## src/rtl/pc_sequencer.sv

```systemverilog
// Program-counter sequencer: multi-cycle fetch/decode/execute FSM that steers an
// external PC register and keeps a small circular return-address stack.
module pc_sequencer #(
    parameter logic [15:0] RESET_PC  = 16'h0000,
    parameter int          RAS_DEPTH = 4
) (
    input  logic        clk,
    input  logic        rst,
    input  logic [15:0] pc_cur,
    input  logic        instr_valid,
    input  logic [2:0]  opclass,
    input  logic        branch_taken,
    input  logic [15:0] target,
    input  logic        mem_ready,
    output logic        pc_en,
    output logic [15:0] pc_next,
    output logic        ir_load,
    output logic [2:0]  state,
    output logic        halted,
    output logic        ras_ovf,
    output logic        ras_unf
);

    localparam int PTR_W = $clog2(RAS_DEPTH);
    localparam int CNT_W = $clog2(RAS_DEPTH + 1);

    localparam logic [2:0] ST_FETCH  = 3'd0;
    localparam logic [2:0] ST_DECODE = 3'd1;
    localparam logic [2:0] ST_EXEC   = 3'd2;
    localparam logic [2:0] ST_MEM    = 3'd3;
    localparam logic [2:0] ST_WB     = 3'd4;
    localparam logic [2:0] ST_HALT   = 3'd5;

    localparam logic [2:0] OP_ALU    = 3'd0;
    localparam logic [2:0] OP_LOAD   = 3'd1;
    localparam logic [2:0] OP_STORE  = 3'd2;
    localparam logic [2:0] OP_BRANCH = 3'd3;
    localparam logic [2:0] OP_JUMP   = 3'd4;
    localparam logic [2:0] OP_CALL   = 3'd5;
    localparam logic [2:0] OP_RET    = 3'd6;
    localparam logic [2:0] OP_HALT   = 3'd7;

    logic [2:0]       state_reg;
    logic [2:0]       state_next;
    logic [PTR_W-1:0] top_reg;
    logic [PTR_W-1:0] top_dec;
    logic [CNT_W-1:0] count_reg;
    logic             ovf_reg;
    logic             unf_reg;
    logic [15:0]      ras_mem [RAS_DEPTH];
    logic [15:0]      ras_top;
    logic             ras_full;
    logic             ras_empty;
    logic             push;
    logic             pop;
    logic             ovf_set;
    logic             unf_set;

    // Depth is a power of two, so pointer arithmetic wraps the ring for free.
    assign top_dec   = top_reg - 1'b1;
    assign ras_top   = ras_mem[top_dec];
    assign ras_full  = (count_reg == CNT_W'(RAS_DEPTH));
    assign ras_empty = (count_reg == '0);

    always_comb begin
        state_next = state_reg;
        pc_en      = 1'b0;
        pc_next    = pc_cur;
        ir_load    = 1'b0;
        push       = 1'b0;
        pop        = 1'b0;
        ovf_set    = 1'b0;
        unf_set    = 1'b0;

        case (state_reg)
            ST_FETCH: begin
                if (instr_valid) begin
                    ir_load    = 1'b1;
                    pc_en      = 1'b1;
                    pc_next    = pc_cur + 16'd1;
                    state_next = ST_DECODE;
                end
            end
            ST_DECODE: begin
                case (opclass)
                    OP_JUMP: begin
                        pc_en      = 1'b1;
                        pc_next    = target;
                        state_next = ST_FETCH;
                    end
                    OP_CALL: begin
                        push       = 1'b1;
                        ovf_set    = ras_full;
                        pc_en      = 1'b1;
                        pc_next    = target;
                        state_next = ST_FETCH;
                    end
                    OP_RET: begin
                        if (ras_empty) begin
                            unf_set = 1'b1;
                        end else begin
                            pop     = 1'b1;
                            pc_en   = 1'b1;
                            pc_next = ras_top;
                        end
                        state_next = ST_FETCH;
                    end
                    OP_HALT:           state_next = ST_HALT;
                    OP_ALU, OP_BRANCH: state_next = ST_EXEC;
                    default:           state_next = ST_MEM;
                endcase
            end
            ST_EXEC: begin
                if (opclass == OP_BRANCH && branch_taken) begin
                    pc_en   = 1'b1;
                    pc_next = target;
                end
                state_next = (opclass == OP_ALU) ? ST_WB : ST_FETCH;
            end
            ST_MEM: begin
                if (mem_ready) begin
                    state_next = (opclass == OP_LOAD) ? ST_WB : ST_FETCH;
                end
            end
            ST_WB:   state_next = ST_FETCH;
            ST_HALT: state_next = ST_HALT;
            default: state_next = ST_FETCH;
        endcase

        // Reset reloads the external PC register, which has no reset of its own.
        if (rst) begin
            state_next = ST_FETCH;
            pc_en      = 1'b1;
            pc_next    = RESET_PC;
            ir_load    = 1'b0;
            push       = 1'b0;
            pop        = 1'b0;
            ovf_set    = 1'b0;
            unf_set    = 1'b0;
        end
    end

    always_ff @(posedge clk) begin
        if (rst) begin
            state_reg <= ST_FETCH;
            top_reg   <= '0;
            count_reg <= '0;
            ovf_reg   <= 1'b0;
            unf_reg   <= 1'b0;
        end else begin
            state_reg <= state_next;
            if (push) begin
                top_reg <= top_reg + 1'b1;
                if (!ras_full) begin
                    count_reg <= count_reg + 1'b1;
                end
            end else if (pop) begin
                top_reg   <= top_dec;
                count_reg <= count_reg - 1'b1;
            end
            if (ovf_set) begin
                ovf_reg <= 1'b1;
            end
            if (unf_set) begin
                unf_reg <= 1'b1;
            end
        end
    end

    // When full, top_reg already points at the oldest entry, so a push overwrites it.
    always_ff @(posedge clk) begin
        if (push) begin
            ras_mem[top_reg] <= pc_cur;
        end
    end

    assign state   = state_reg;
    assign halted  = (state_reg == ST_HALT) && !rst;
    assign ras_ovf = ovf_reg;
    assign ras_unf = unf_reg;

endmodule

```

## config.mk

```make
export PLATFORM = sky130hd
export DESIGN_NAME = pc_sequencer
export DESIGN_NICKNAME = d
export VERILOG_FILES = /design/src/rtl/pc_sequencer.sv
export SDC_FILE = /design/constraint.sdc
export NUM_CORES = 1
export LEC_CHECK = 0
export BUFFER_PORTS_ARGS = -buffer_cell sky130_fd_sc_hd__clkbuf_2
export CAP_MARGIN = 20
export CELL_PAD_IN_SITES_DETAIL_PLACEMENT = 0
export CELL_PAD_IN_SITES_GLOBAL_PLACEMENT = 1
export CORE_MARGIN = 2
export CORE_UTILIZATION = 45
export DETAILED_ROUTE_END_ITERATION = 10
export GPL_ROUTABILITY_DRIVEN = 1
export PLACE_DENSITY_LB_ADDON = 0.1
export SKIP_CTS_REPAIR_TIMING = 1
export SLEW_MARGIN = 20
export SYNTH_ARGS = -nofsm -noshare
export SYNTH_HDL_FRONTEND = slang
export SYNTH_SLANG_ARGS = --single-unit
export TNS_END_PERCENT = 5
```

## constraint.sdc

```tcl
create_clock -name clk -period 4.2 [get_ports clk]
set_clock_uncertainty 0.05 [all_clocks]
set_input_delay 0.21 -clock clk [delete_from_list [all_inputs] [get_ports clk]]
set_output_delay 0.21 -clock clk [all_outputs]
set_load 0.1 [all_outputs]
```

After elaboration in Yosys (flattened, before gate mapping)
Memories as Yosys holds them, arrays and structs flattened.
Cells that the tools add are included.
- mux-type cells: 40
- equality and inequality tests: 14
- add/sub/neg operators: 5
- reductions and logical operators: 12
- operators with widths (cell ; count):
    16-bit 2-to-1 mux ; 4
    16-bit one-hot mux with 3 select lines ; 1
    16-bit one-hot mux with 2 select lines ; 1
    1-bit 2-to-1 mux ; 21
    3-bit 2-to-1 mux ; 7
    3-bit == test (second input constant) ; 6
    16-bit by 1-bit adder with 16-bit output (second input constant) ; 1
    3-bit one-hot mux with 5 select lines ; 1
    3-bit by 2-bit == test with 1-bit output (second input constant) ; 3
    3-bit logical NOT ; 3
    3-bit one-hot mux with 3 select lines ; 1
    3-bit by 1-bit == test with 1-bit output (second input constant) ; 2
    2-bit inequality test (second input constant) ; 3
    2-bit 2-to-1 mux ; 2
    2-bit AND reduction ; 2
    2-bit OR reduction ; 2
    3-bit by 1-bit adder with 3-bit output (second input constant) ; 1
    1-bit one-hot mux with 3 select lines ; 1
    3-bit OR reduction ; 1
    3-bit by 1-bit subtractor with 3-bit output (second input constant) ; 1
    2-bit by 1-bit adder with 2-bit output (second input constant) ; 1
    1-bit logical AND ; 2
    1-bit one-hot mux with 2 select lines ; 1
    2-bit nonzero test ; 1
    other kinds (2) ; 2
- memories kept: 1
- memory bits (writable): 64
- word-level logic and storage cells: 77
- register bits: 10
- input bits: 40
- output and inout port bits: 24
- memories (name ; words ; width ; rd ports ; clocked after memory_dff ; write ports ; RTL line ; source):
    ras_mem ; 4 ; 16 ; 1 ; 0 ; 1 ; 50 ; logic [15:0] ras_mem [RAS_DEPTH];

Logic depth before layout (Yosys ltp)
- word-level depth: 7
- gate-level depth with buffers: 9
- mapped depth without buffers: 7

Worst setup path before layout
No wires, ideal clock.
- path kind: flip-flop to output port
- from: reg state_reg[1], in the netlist state[1]
- to: out pc_next[2]
- stages on the path, launching flop included: 6
- required time: 3940 ps
- arrival: 4160 ps
- path slack: -220 ps
- path buffers: 1
- path through: dfxtp_1 buf_6 or3b_4 o22ai_4 a221oi_1 o31ai_1
- word-level cells in the longest chain between the ends: 3
- elaborated cells on any way between the ends: 5
- those cells by class: eq/ne (2); mux (2); reduce/logical (1)
- ends and longest elaborated chain (item ; RTL line ; source):
    from (decl) ; 43 ; logic [2:0] state_reg;
    from (signal assigned) ; 151 ; state_reg <= state_next;
    3-bit by 2-bit == test with 1-bit output, or another cell as far along ; 75 ; case (state_reg)
    16-bit one-hot mux with 3 select lines (*) ; 75 ;
    16-bit 2-to-1 mux (*) ; 131 ; if (rst) begin
    to (decl) ; 16 ; output logic [15:0] pc_next,
Mark *: on every way between the ends. The rest lies on a longest branch, timed or not.

Worst setup path after layout
- from: reg state_reg[0], in the netlist state[0]
- to: out pc_next[3]
The elaborated chain is that of the path after synthesis.

==> metrics <==
num ports 64; minimum clock period 3360 ps; # port buffers 63; post-DR wirelength/cell 21.0 um; Post-Synthesis Cells 295; total power 0.00174 W; syn_area_per_cell 13.2 um2; crit-path cells and4bb_1, and4b_1, a22oi_1, a211oi_2, clkbuf_2; DRT Wirelength 9.68 mm; WP data required 3940 ps; Die ar. 9440 um2; Yosys cell types 61; CTS clk-pin slew, worst paths 80 ps; Synth Register Bits 74; Ys Warns 0; status finished, final reports clean; GPL Wtd Cong 0.737; fin util 0.535; Final Cycle Share 0.800; Setup TNS 0 ps; final net count 397; max incr delay on CP 800 ps; DP Wirelength 6.24 mm; vias 2,765; VDD IR max 0.249 mV; layout cell share with drive strength beyond 1 0.330; max reg flops 64; Setup crit start kind flop; die span in y 97.2 um; vias in the first global route 2,734; max cap viols 0; fmax 298 MHz; Core Area 8300 um2; Worst slew margin 0.393; initial drt markers 142; ys flop type edfxtp_1; CP arrival 3100 ps; DR DRC count 0; pwr/cell area 392 nW/um2; Detail Route Antenna Nets 0; TritonCTS clock tree built; total congestion overflow 0; Starting Density 0.471; area grow syn2layout 13.8%; RSZ-0062 raised after global routing no; worst min-delay path class input port to flop; Syn Nets 341; CTS max path bufs 2; mapped cell area 3900 um2; first-pass GRT wire length 15.3 mm; final hold violation count 0; vias per cell 6.01; Root Buffer clkbuf_8; die width 97.2 um; LEAKAGE 1.52 nW; H-tree Lvls 3; total track usage 0.213; antenna violations before repair 0; clock latency on the worst-skew pair 350 ps; number of synthesized flops with an enable pin 64; measured slew at the worst slew-check pin 910 ps; fin. max-slew vios 0; CP top delay family simple AND/OR/NAND/NOR gates; peak fanout along the critical path 18; CP max-delay cell and4b_1; fillers 730; Crit Path Category flop to output pin; Num CTS Buffers 9; ANT cells 0; Seq/Total Area, Yosys 0.543; CP Capture Type output pin; drt first pass iters 4; Post-synth ARST share 0; num rows 33; clk sinks 74; Final setup violation count 0; Critical path buffers and inverters 1; largest net degree at the start of global routing 32
## placed cells by master (no fill, tap or decap), types with 3 or more instances in the layout
master and count:
edfxtp_1 64, clkbuf_2 63, nor2_1 22, nand2_1 17, mux4_2 16, a21oi_1 15
dfxtp_1 10, nor3_1 9, a31oi_1 9, clkbuf_8 9, o21ai_0 7, a222oi_1 6
a22oi_1 6, inv_1 5, nand3_1 5, o21ai_1 5, and2_1 5, ha_1 5
nand4_1 4, xnor2_1 4, nor3_2 3, a41oi_1 3, a221oi_2 3, xor2_1 3
a221oi_1 3, mux2i_1 3, a211oi_1 3
## where the power goes
part	leakage (nW)	switching, W	internal, W
Clock	0.110	0.000279	0.000334
Combinational	0.756	0.000248	0.0000746
Sequential	0.656	0.00000649	0.000800
## kinds of logic after synthesis
kind of cell | Yosys count | synth area share
and+or+nand+nor | 89 | 0.134
AOI/OAI and AO/OA | 73 | 0.140
buffers and inverters | 26 | 0.0426
muxes | 20 | 0.103
adders and majority gates | 6 | 0.0211
xor gates and xnor gates | 7 | 0.0157
DFF | 74 | 0.543
## layer usage
layer / share of wire / global-route usage / up-vias
li1: - / - / 1294
met1: 0.43 / 0.282 / 1360
met2: 0.49 / 0.347 / 92
met3: 0.059 / 0.0403 / 19
met4: 0.022 / 0.0856 / 0
met5: 0 / 0 / -
## through the flow
step	instances	hold slack, ps	area (um2)	worst slack (ps)
finish	460	62.4	4440	839
global route	460	69.2	4440	601
CTS	460	59.0	4440	863
detailed placement	445	388	4230	1250
global placement	445	385	4230	1310
floorplan	295	259	3910	107
## path summary, 6_finish.rpt
check | start | endpoint | slack, ps | cells after the start
worst max-delay path | state[0] | pc_next[3] | 840 | 5
worst min-delay path | pc_cur[15] | ras_mem[2][15] | 60 | 1
worst max register to register | state[0] | ras_mem[3][10] | 1600 | 3
worst min register to register | ras_unf | ras_unf | 400 | 2
## cells in the mapped netlist, types with 3 or more instances
cell type | n | area share
nand2_1 | 17 | 0.016
inv_1 | 5 | 0.0048
nand4_1 | 4 | 0.0064
buf_2 | 3 | 0.0038
clkbuf_1 | 5 | 0.0048
a221oi_1 | 3 | 0.0067
ha_1 | 5 | 0.016
a221oi_2 | 3 | 0.012
nor3_1 | 9 | 0.012
nand3_1 | 5 | 0.0064
a21oi_1 | 15 | 0.019
xnor2_1 | 4 | 0.0090
dfxtp_1 | 10 | 0.051
and2_1 | 5 | 0.0080
mux4_2 | 16 | 0.092
a211oi_1 | 3 | 0.0058
xor2_1 | 3 | 0.0067
edfxtp_1 | 64 | 0.49
nor2_1 | 22 | 0.021
buf_6 | 6 | 0.017
o21ai_0 | 7 | 0.0090
a22oi_1 | 6 | 0.012
o21ai_1 | 5 | 0.0064
a41oi_1 | 3 | 0.0067
buf_4 | 5 | 0.0096
mux2i_1 | 3 | 0.0077
nor3_2 | 3 | 0.0077
a222oi_1 | 6 | 0.015
a31oi_1 | 9 | 0.014
## worst register-to-register path, cell delays in order, from the launching register on
cell       delay (ps)
dfxtp_1           610
nand4bb_2         240
nor4b_4           510
and2_1            810
## layout make-up
cell class                 instances  area [um2]  area share
tap                              105         131      0.0296
inverter                           6        22.5     0.00507
clock inverter                     6        91.3      0.0206
clock buffer                       9         124      0.0279
multi-input combinational        195        1620       0.365
sequential                        74        2120       0.478
timing repair buffer              65         330      0.0743
Note: power is estimated with default switching activity, not from simulation.
